## config.mk

```make
export PLATFORM = sky130hd
export DESIGN_NAME = fp_to_int_converter
export DESIGN_NICKNAME = d
export VERILOG_FILES = /design/src/rtl/fp_to_int_converter.sv
export SDC_FILE = /design/constraint.sdc
export NUM_CORES = 1
export LEC_CHECK = 0
export CORE_ASPECT_RATIO = 0.75
export CORE_MARGIN = 10
export CORE_UTILIZATION = 25
export DETAILED_ROUTE_END_ITERATION = 6
export PLACE_DENSITY = 0.48
export SLEW_MARGIN = 25
export SYNTH_ARGS = -nofsm -noshare
export SYNTH_HDL_FRONTEND = slang
export SYNTH_SLANG_ARGS = --single-unit
export TNS_END_PERCENT = 10
```

## constraint.sdc

```tcl
create_clock -name clk -period 7.71 [get_ports clk]
set_input_delay 1.542 -clock clk [delete_from_list [all_inputs] [get_ports clk]]
set_output_delay 1.542 -clock clk [all_outputs]
set_load 0.01 [all_outputs]
```

## src/rtl/fp_to_int_converter.sv

```systemverilog
// IEEE-754 single-precision to signed integer converter, truncating toward zero.
// Iterative one-bit-per-cycle denormalizing shifter with saturation and inexact flag.
module fp_to_int_converter #(
  parameter int Data_Width = 32,
  parameter int E          = 8,
  parameter int M          = 23,
  parameter int INT_W      = 32
) (
  input  logic                  clk,
  input  logic                  rst_n,
  input  logic                  in_valid,
  output logic                  in_ready,
  input  logic [Data_Width-1:0] fp_in,
  output logic                  out_valid,
  input  logic                  out_ready,
  output logic [INT_W-1:0]      int_out,
  output logic                  overflow,
  output logic                  inexact
);

  // Handshake: a word transfers on a rising edge where valid and ready are
  // both high; in_ready is high only in IDLE, out_valid only in DONE.

  localparam int BIAS  = 2**(E-1) - 1;
  localparam int CNT_W = $clog2(INT_W + M + 1);
  localparam logic [E:0]        BIAS_E  = (E+1)'(BIAS);
  localparam logic signed [E:0] E_M     = (E+1)'(M);
  localparam logic signed [E:0] E_MAX   = (E+1)'(INT_W - 1);
  localparam logic [INT_W-1:0]  MAX_INT = {1'b0, {(INT_W-1){1'b1}}};
  localparam logic [INT_W-1:0]  MIN_INT = {1'b1, {(INT_W-1){1'b0}}};

  typedef enum logic [1:0] {IDLE, SHIFT, DONE} state_t;

  state_t             state, next_state;
  logic               sign;
  logic [INT_W:0]     mag, mag_nx;
  logic [CNT_W-1:0]   cnt;
  logic               left;
  logic [INT_W-1:0]   result;
  logic               ovf_r, inx_r;

  logic               in_sign;
  logic [E-1:0]       in_exp;
  logic [M-1:0]       in_frac;
  logic signed [E:0]  in_e, diff;
  logic               is_zero, is_special, underflow, too_big, exact_min;
  logic               start_left, direct_done;
  logic [CNT_W-1:0]   start_n;
  logic [INT_W:0]     full_mag;

  function automatic logic [INT_W-1:0] apply_sign(input logic s, input logic [INT_W-1:0] m);
    return s ? -m : m;
  endfunction

  assign in_sign    = fp_in[Data_Width-1];
  assign in_exp     = fp_in[Data_Width-2 -: E];
  assign in_frac    = fp_in[M-1:0];
  assign in_e       = $signed({1'b0, in_exp}) - $signed(BIAS_E);
  assign is_zero    = (in_exp == '0);
  assign is_special = &in_exp;
  assign underflow  = in_e[E];
  assign too_big    = (in_e >= E_MAX);
  assign exact_min  = in_sign && (in_e == E_MAX) && (in_frac == '0);
  assign start_left = (in_e > E_M);
  assign diff       = start_left ? (in_e - E_M) : (E_M - in_e);
  assign start_n    = CNT_W'(diff);
  assign full_mag   = {{(INT_W-M){1'b0}}, 1'b1, in_frac};
  assign direct_done = is_zero || is_special || underflow || too_big || (start_n == '0);
  assign mag_nx     = left ? {mag[INT_W-1:0], 1'b0} : {1'b0, mag[INT_W:1]};

  assign in_ready  = (state == IDLE);
  assign out_valid = (state == DONE);
  assign int_out   = result;
  assign overflow  = ovf_r;
  assign inexact   = inx_r;

  always_ff @(posedge clk or negedge rst_n) begin
    if (!rst_n) state <= IDLE;
    else        state <= next_state;
  end

  always_comb begin
    next_state = state;
    case (state)
      IDLE:    if (in_valid) next_state = direct_done ? DONE : SHIFT;
      SHIFT:   if (cnt == CNT_W'(1)) next_state = DONE;
      DONE:    if (out_ready) next_state = IDLE;
      default: next_state = IDLE;
    endcase
  end

  always_ff @(posedge clk or negedge rst_n) begin
    if (!rst_n) begin
      sign   <= 1'b0;
      mag    <= '0;
      cnt    <= '0;
      left   <= 1'b0;
      result <= '0;
      ovf_r  <= 1'b0;
      inx_r  <= 1'b0;
    end else begin
      case (state)
        IDLE: if (in_valid) begin
          sign  <= in_sign;
          mag   <= full_mag;
          cnt   <= start_n;
          left  <= start_left;
          ovf_r <= 1'b0;
          inx_r <= 1'b0;
          if (is_zero) begin
            // Denormals are flushed; any fraction bits are lost.
            mag    <= '0;
            result <= '0;
            inx_r  <= |in_frac;
          end else if (is_special) begin
            ovf_r  <= 1'b1;
            result <= (|in_frac) ? '0 : (in_sign ? MIN_INT : MAX_INT);
          end else if (underflow) begin
            mag    <= '0;
            result <= '0;
            inx_r  <= 1'b1;
          end else if (too_big) begin
            ovf_r  <= !exact_min;
            result <= in_sign ? MIN_INT : MAX_INT;
          end else if (start_n == '0) begin
            result <= apply_sign(in_sign, full_mag[INT_W-1:0]);
          end
        end
        SHIFT: begin
          mag <= mag_nx;
          cnt <= cnt - CNT_W'(1);
          if (!left) inx_r <= inx_r | mag[0];
          if (cnt == CNT_W'(1)) result <= apply_sign(sign, mag_nx[INT_W-1:0]);
        end
        default: ;
      endcase
    end
  end

endmodule

```

==> flow_summary.ini, run 1 <==
[cells_and_area]
final_nets = 860
fillers = 2588
seq_area_um2 = 1930
syn_to_final_growth_pct = 20.0
antenna_cells = 0
final_util_pct = 30.8
multi_input_area_um2 = 3970
finalInstanceArea_um2 = 7460
final_layout_size_suffix_gt1_share_pct = 9.54

[setup_path]
r2r_setup_slack_ps = 3780
crit_path_frequent_cell = xnor2_1
slowest_delay_ps = 570
critical_path.max_fanout = 19
worst-setup-path-type = in2reg
cp_data_arrival_time_ps = 5620
required_ps = 7930
crit_chain = clkdlybuf4s50_1, and3_1, xnor2_1, inv_1, ha_1, o21a_1, o21ai_0, a211oi_1, xnor2_1, or2_2, nand4b_2, a21oi_4, buf_4, mux2_2
endpoint_kind = register
critPathLaunchType = input port
cp_slowest_cell = clkdlybuf4s50_1

[yosys]
netlist_instances = 769
synth_nets = 816
yosysSeqAreaShare_pct = 31.0
yosysUniqueCellTypes = 66
synthFlopType = dfrtp_1
synth_warnings = 0
synthArstFlopShare_pct = 100
ys_ff_latch = 77
synth_area_um2 = 6220
syn_area_per_cell_um2 = 8.08
synth_edf_count = 0

[timing]
finalSetupTns_ps = 0
setup_viol = 0
rsz0062_at_grt = no
hold_ws_ps = 500
skew_ps = 10.5
worstMarginPinSlew_ps = 1000
period_share_pct = 70.0
period_minus_slack_ps = 5400
final_hold_viol_count = 0
fmax_ghz = 0.185
slew_viol_final = 0
slew_headroom_pct = 33.1
worst_slack_ps = 2310

[power]
p_int_w = 0.00145
p_sw_w = 0.00116
vdd_drop_max_mv = 0.111
leakage_nw = 2.92
p_clk_share_pct = 15.3
power_frac_comb_pct = 55.3
switching_share_pct = 44.4
power_density_nw_per_um2 = 350
p_seq_share_pct = 29.4

[route]
vias_per_cell = 5.02
routed-via-count = 5765
routedWlPerCell_um = 17.7
drt-total-wl_um = 20400
drt_iter0_markers = 415
ant_nets = 0
firstDrtPassIters = 7
drcViolationCount = 0

[job]
cap_violations = 0

[floorplan]
core_area_um2 = 24200
num_rows = 49
start_util_pct = 25.7
dieArea_um2 = 31600
io_pins = 72
die_w_um = 202
fp.dieH_um = 157

[clock_tree]
numCtsBuffers = 9
cts_resized = 0
cts_tree = built
clock_sinks = 77
clkSlewWorstSetupHoldPaths_ps = 60
clockBufferDepth = 2
root_buffer = clkbuf_16
post_cts_buffers = 0
clk_latency_ps = 340
htreeDepth = 3
hold_buffers = 0

[grt]
grt-ovfl-total = 0
antenna_found_initial = 0
grtUsageTotal_pct = 12.7
grt_pass1_wl_um = 32600
first_global_vias = 5636
grt_max_degree = 53

[min_path]
hold_path.class = reg2reg

[place]
dp_slack_ps = 2060
place_area_um2 = 7190
place_hpwl_um = 15000
place.gp.congestion = 0.821
io_buffers = 71

[status]
status = complete, no violations
cell usage in the layout (no fill, tap or decap), types with 4 or more instances in the layout:
master           Yosys  routed
xnor2_1             26      26
o22ai_1             23      23
dfrtp_1             77      76
mux2_2               8       8
nor2_1             101     100
nand4_1              4       4
nor4b_1              4       4
a21oi_1             60      60
o31ai_1              4       4
or4_1                4       4
nor3_1              29      29
nor2b_1             12      11
mux2i_1             44      44
inv_1               25      25
clkbuf_16            0       9
clkdlybuf4s50_1      0      70
buf_4                2      11
o211ai_1             4       4
nand2b_1             4       4
a21oi_2              7       7
o21ai_0             68      68
a31oi_1              5       5
nor4_1               5       5
nand3b_1             6       6
a221oi_1             4       4
and2_1               4       4
nand2_1             75      75
and3_1               6       6
xor2_1              13      13
ha_1                11      11
mux2_4              21      21
o22a_1               4       4
nand3_1             17      17
synth_stat cells (5+ instances only):
cell / number / area (µm²)
nor3_1: 29 / 145
ha_1: 11 / 138
buf_2: 8 / 40.0
nor4_1: 5 / 31.3
xnor2_1: 26 / 228
nor2b_1: 12 / 75.1
o22ai_1: 23 / 144
mux2_4: 21 / 315
nand2_1: 75 / 282
clkbuf_1: 32 / 120
a31oi_1: 5 / 31.3
nand3b_1: 6 / 45.0
mux2_2: 8 / 90.1
a21oi_2: 7 / 61.3
inv_1: 25 / 93.8
xor2_1: 13 / 114
mux2i_1: 44 / 440
nor2_1: 101 / 379
and3_1: 6 / 37.5
o21ai_0: 68 / 340
nand3_1: 17 / 85.1
dfrtp_1: 77 / 1930
a21oi_1: 60 / 300
cells by family (layout without fill, tap and decap cells):
kind of cell	count (synthesis)	count (layout)	synth area share [%]
flip-flops	77	77	31.0
AO/OA/AOI/OAI	209	209	20.5
XOR/XNOR	39	39	5.49
adder cells (fa/ha/maj)	12	12	2.39
multiplexers	73	73	13.6
buffers and inverters	73	122	5.17
AND/OR/NAND/NOR	286	286	21.8
worst paths after layout:
kind / from / end / depth (start not counted)
worst max-delay path: fp_in[23] / int_out[1]$_DFFE_PN0P_ / 14
worst min-delay path: mag[32]$_DFFE_PN0P_ / mag[32]$_DFFE_PN0P_ / 1
worst max register to register: left$_DFFE_PN0P_ / int_out[22]$_DFFE_PN0P_ / 11
worst min register to register: mag[32]$_DFFE_PN0P_ / mag[32]$_DFFE_PN0P_ / 1
max in group asynchronous: rst_n / int_out[1]$_DFFE_PN0P_ / 2
min in group asynchronous: rst_n / int_out[29]$_DFFE_PN0P_ / 1
state kept, by name, indices dropped and copies added (netlist names):
| name | flops |
|---|---|
| mag | 33 |
| int_out | 32 |
| sign | 1 |
| cnt | 6 |
| left | 1 |
| inexact | 1 |
| state | 2 |
| overflow | 1 |
final cells by class:
class,instances,share of cell area [%]
multi-input combinational,619,53.3
timing repair buffer,81,10.5
clock buffer,11,3.12
tap,331,5.55
inverter,25,1.26
clock inverter,5,0.486
sequential,77,25.8
stage by stage:
step	std cells	total power, W
after floorplan	769	0.00174
after global placement	1133	0.00223
after detailed placement	1133	0.00224
after CTS	1149	0.00265
after global routing	1149	0.00284
final	1149	0.00261
routing by layer:
layer	share of wire [%]	GRT usage, %	routed length, µm	up-vias
met5	0	0	0	-
met4	0.55	1.84	111	0
met3	4.1	2.35	839	8
met2	45	19.7	9200	141
met1	50	18.1	10200	2783
li1	-	-	-	2833
power by group through the flow:
stage,sequential [W],combinational (W),clock (W)
2_1_floorplan,0.000726,0.00102,0
3_3_place_gp,0.000773,0.00146,0
3_5_place_dp,0.000770,0.00147,0
4_1_cts,0.000766,0.00147,0.000416
5_1_grt,0.000798,0.00161,0.000432
6_report,0.000768,0.00145,0.000400
worst max-delay path: cells and delay by family:
family          cells  cell delay [ps]
simple gates        3              830
xor+xnor            2              630
mux                 1              380
buf+inv             3             1100
compound gates      4              810
fa+ha+maj           1              300
No activity file was read; power rests on OpenSTA's default activity.
==> run 2: changes to the inputs <==
--- a/config.mk
+++ b/config.mk
@@ -9,7 +9,7 @@
 export CORE_MARGIN = 10
 export CORE_UTILIZATION = 25
 export DETAILED_ROUTE_END_ITERATION = 6
-export PLACE_DENSITY = 0.48
+export PLACE_DENSITY = 0.49
 export SLEW_MARGIN = 25
 export SYNTH_ARGS = -nofsm -noshare
 export SYNTH_HDL_FRONTEND = slang
==> constraint.sdc (replaced) <==
create_clock -name clk -period 4.4 [get_ports clk]
set_input_delay 0.88 -clock clk [delete_from_list [all_inputs] [get_ports clk]]
set_output_delay 0.88 -clock clk [all_outputs]
set_load 0.01 [all_outputs]
==> run 2 against run 1 <==
Compared with the run above:
- worst setup slack got worse by 2000 ps
- critical path type unchanged
- global-route usage decreased by 0.14 points
- register-to-register slack got worse by 2700 ps
- total power increased by 81%
- combinational power increased by 78%
==> flow_summary.ini, run 2 (synthesized netlist as in run 1, its figures left out) <==
[clock_tree]
cts_resized = 0
clock_sinks = 77
numCtsBuffers = 9
root_buffer = clkbuf_16
htreeDepth = 3
cts_tree = built
post_cts_buffers = 0
clkSlewWorstSetupHoldPaths_ps = 70
hold_buffers = 0
clk_latency_ps = 340
clockBufferDepth = 2

[grt]
first_global_vias = 5688
grt_pass1_wl_um = 32200
grt_max_degree = 58
globalRouteMet3Util_pct = 2.19
grtUsageTotal_pct = 12.5
grt-ovfl-total = 0
antenna_found_initial = 0
use_met1_pct = 18.0
busiest_layer = met2
grtUsageMet2_pct = 19.5

[route]
drcViolationCount = 0
drt_iter0_markers = 441
ant_nets = 0
firstDrtPassIters = 5
drt-total-wl_um = 20100
vias_per_cell = 4.99
routed-via-count = 5871
routedWlPerCell_um = 17.1

[setup_path]
crit_chain = clkdlybuf4s50_1, ha_1, nand3_1, xor2_1, inv_1, ha_1, o21a_1, o21ai_0, a211oi_1, xnor2_1, or2_2, nand4b_2, a21oi_4, buf_4, buf_4, mux2i_1
worst-r2r-cell-count = 9
crit_family = buffers and inverters
critical_path.max_fanout = 11
worst-setup-path-type = in2reg
required_ps = 4660
cp-startpoint = fp_in[23]
worstReg2RegStart = left$_DFFE_PN0P_
r2r-end = int_out[20]$_DFFE_PN0P_
cp_data_arrival_time_ps = 4310
critPathLaunchType = input port
r2r_setup_slack_ps = 1090
cp.buffers_inverters = 4
slowest_delay_ps = 440
endpoint_kind = register
cp_slowest_cell = clkdlybuf4s50_1

[place]
place_hpwl_um = 15000
io_buffers = 71
place_area_um2 = 7430
dp.cells = 1160
place.gp.congestion = 0.903
dp_slack_ps = 37.7

[timing]
hold_ws_ps = 498
final_hold_viol_count = 0
skew_ps = 11.4
slew_headroom_pct = 35.1
period_share_pct = 92.0
worstMarginPinSlew_ps = 974
finalSetupTns_ps = 0
period_minus_slack_ps = 4050
setup_viol = 0
fmax_ghz = 0.247
worst_slack_ps = 354
slew_viol_final = 0
rsz0062_at_grt = no

[floorplan]
core_area_um2 = 24200
dieArea_um2 = 31600
io_pins = 72
start_util_pct = 25.7
num_rows = 49
fp.dieH_um = 157
die_w_um = 202

[cells_and_area]
final_common_cell = nor2_1
finalInstanceArea_um2 = 7750
antenna_cells = 0
final_nets = 887
largest_register = mag
syn_to_final_growth_pct = 24.6
largest_reg_flops = 33
final_layout_size_suffix_gt1_share_pct = 12.5
layout_common_cells = nor2_1, dfrtp_1, nand2_1
layout.cells.non_filler = 1176

[min_path]
hold_depth = 1
hold_path.class = reg2reg
hold_path_startpoint = mag[32]$_DFFE_PN0P_
holdPathEnd = mag[32]$_DFFE_PN0P_

[status]
status = complete, no violations

[power]
vdd_drop_max_mv = 0.266
leakage_nw = 3.10
power_density_nw_per_um2 = 610

[job]
cap_violations = 0
run 2: through the flow:
| step | utilization [%] | power [W] |
|---|---|---|
| finish | 32.0 | 0.00473 |
| global route | 32.0 | 0.00511 |
| CTS | 32.0 | 0.00478 |
| detailed placement | 30.7 | 0.00396 |
| global placement | 30.7 | 0.00395 |
| floorplan | - | 0.00306 |
run 2: report_power, final:
part / switching [W] / internal, W / leakage, nW
logic: 0.00136 / 0.00122 / 1.99
clock network: 0.000322 / 0.000477 / 0.157
registers: 0.000353 / 0.000998 / 0.959
total: 0.00203 / 0.00270 / 3.10
run 2: layer usage:
metal	wire (µm)	share of wire [%]	vias up
li1	-	-	2897
met1	10100	50	2824
met2	9020	45	142
met3	891	4.4	8
met4	67	0.33	0
met5	0	0	-
run 2: cell type report:
class / count / area, µm²
timing repair buffer: 108 / 1020
multi-input combinational: 619 / 3970
clock inverter: 5 / 65.1
sequential: 77 / 1930
tap: 331 / 414
inverter: 25 / 93.8
clock buffer: 11 / 253
fill: 2559 / 16500
run 2: worst max path at each step:
| stage | to | slack, ps | cells after the start |
|---|---|---|---|
| after global placement | int_out[20]$_DFFE_PN0P_ | 110 | 15 |
| after detailed placement | int_out[25]$_DFFE_PN0P_ | 40 | 16 |
| after floorplan | int_out[10]$_DFFE_PN0P_ | 400 | 14 |
| after CTS | int_out[25]$_DFFE_PN0P_ | 390 | 16 |
| after global routing | int_out[25]$_DFFE_PN0P_ | 40 | 16 |
| final | int_out[25]$_DFFE_PN0P_ | 350 | 16 |
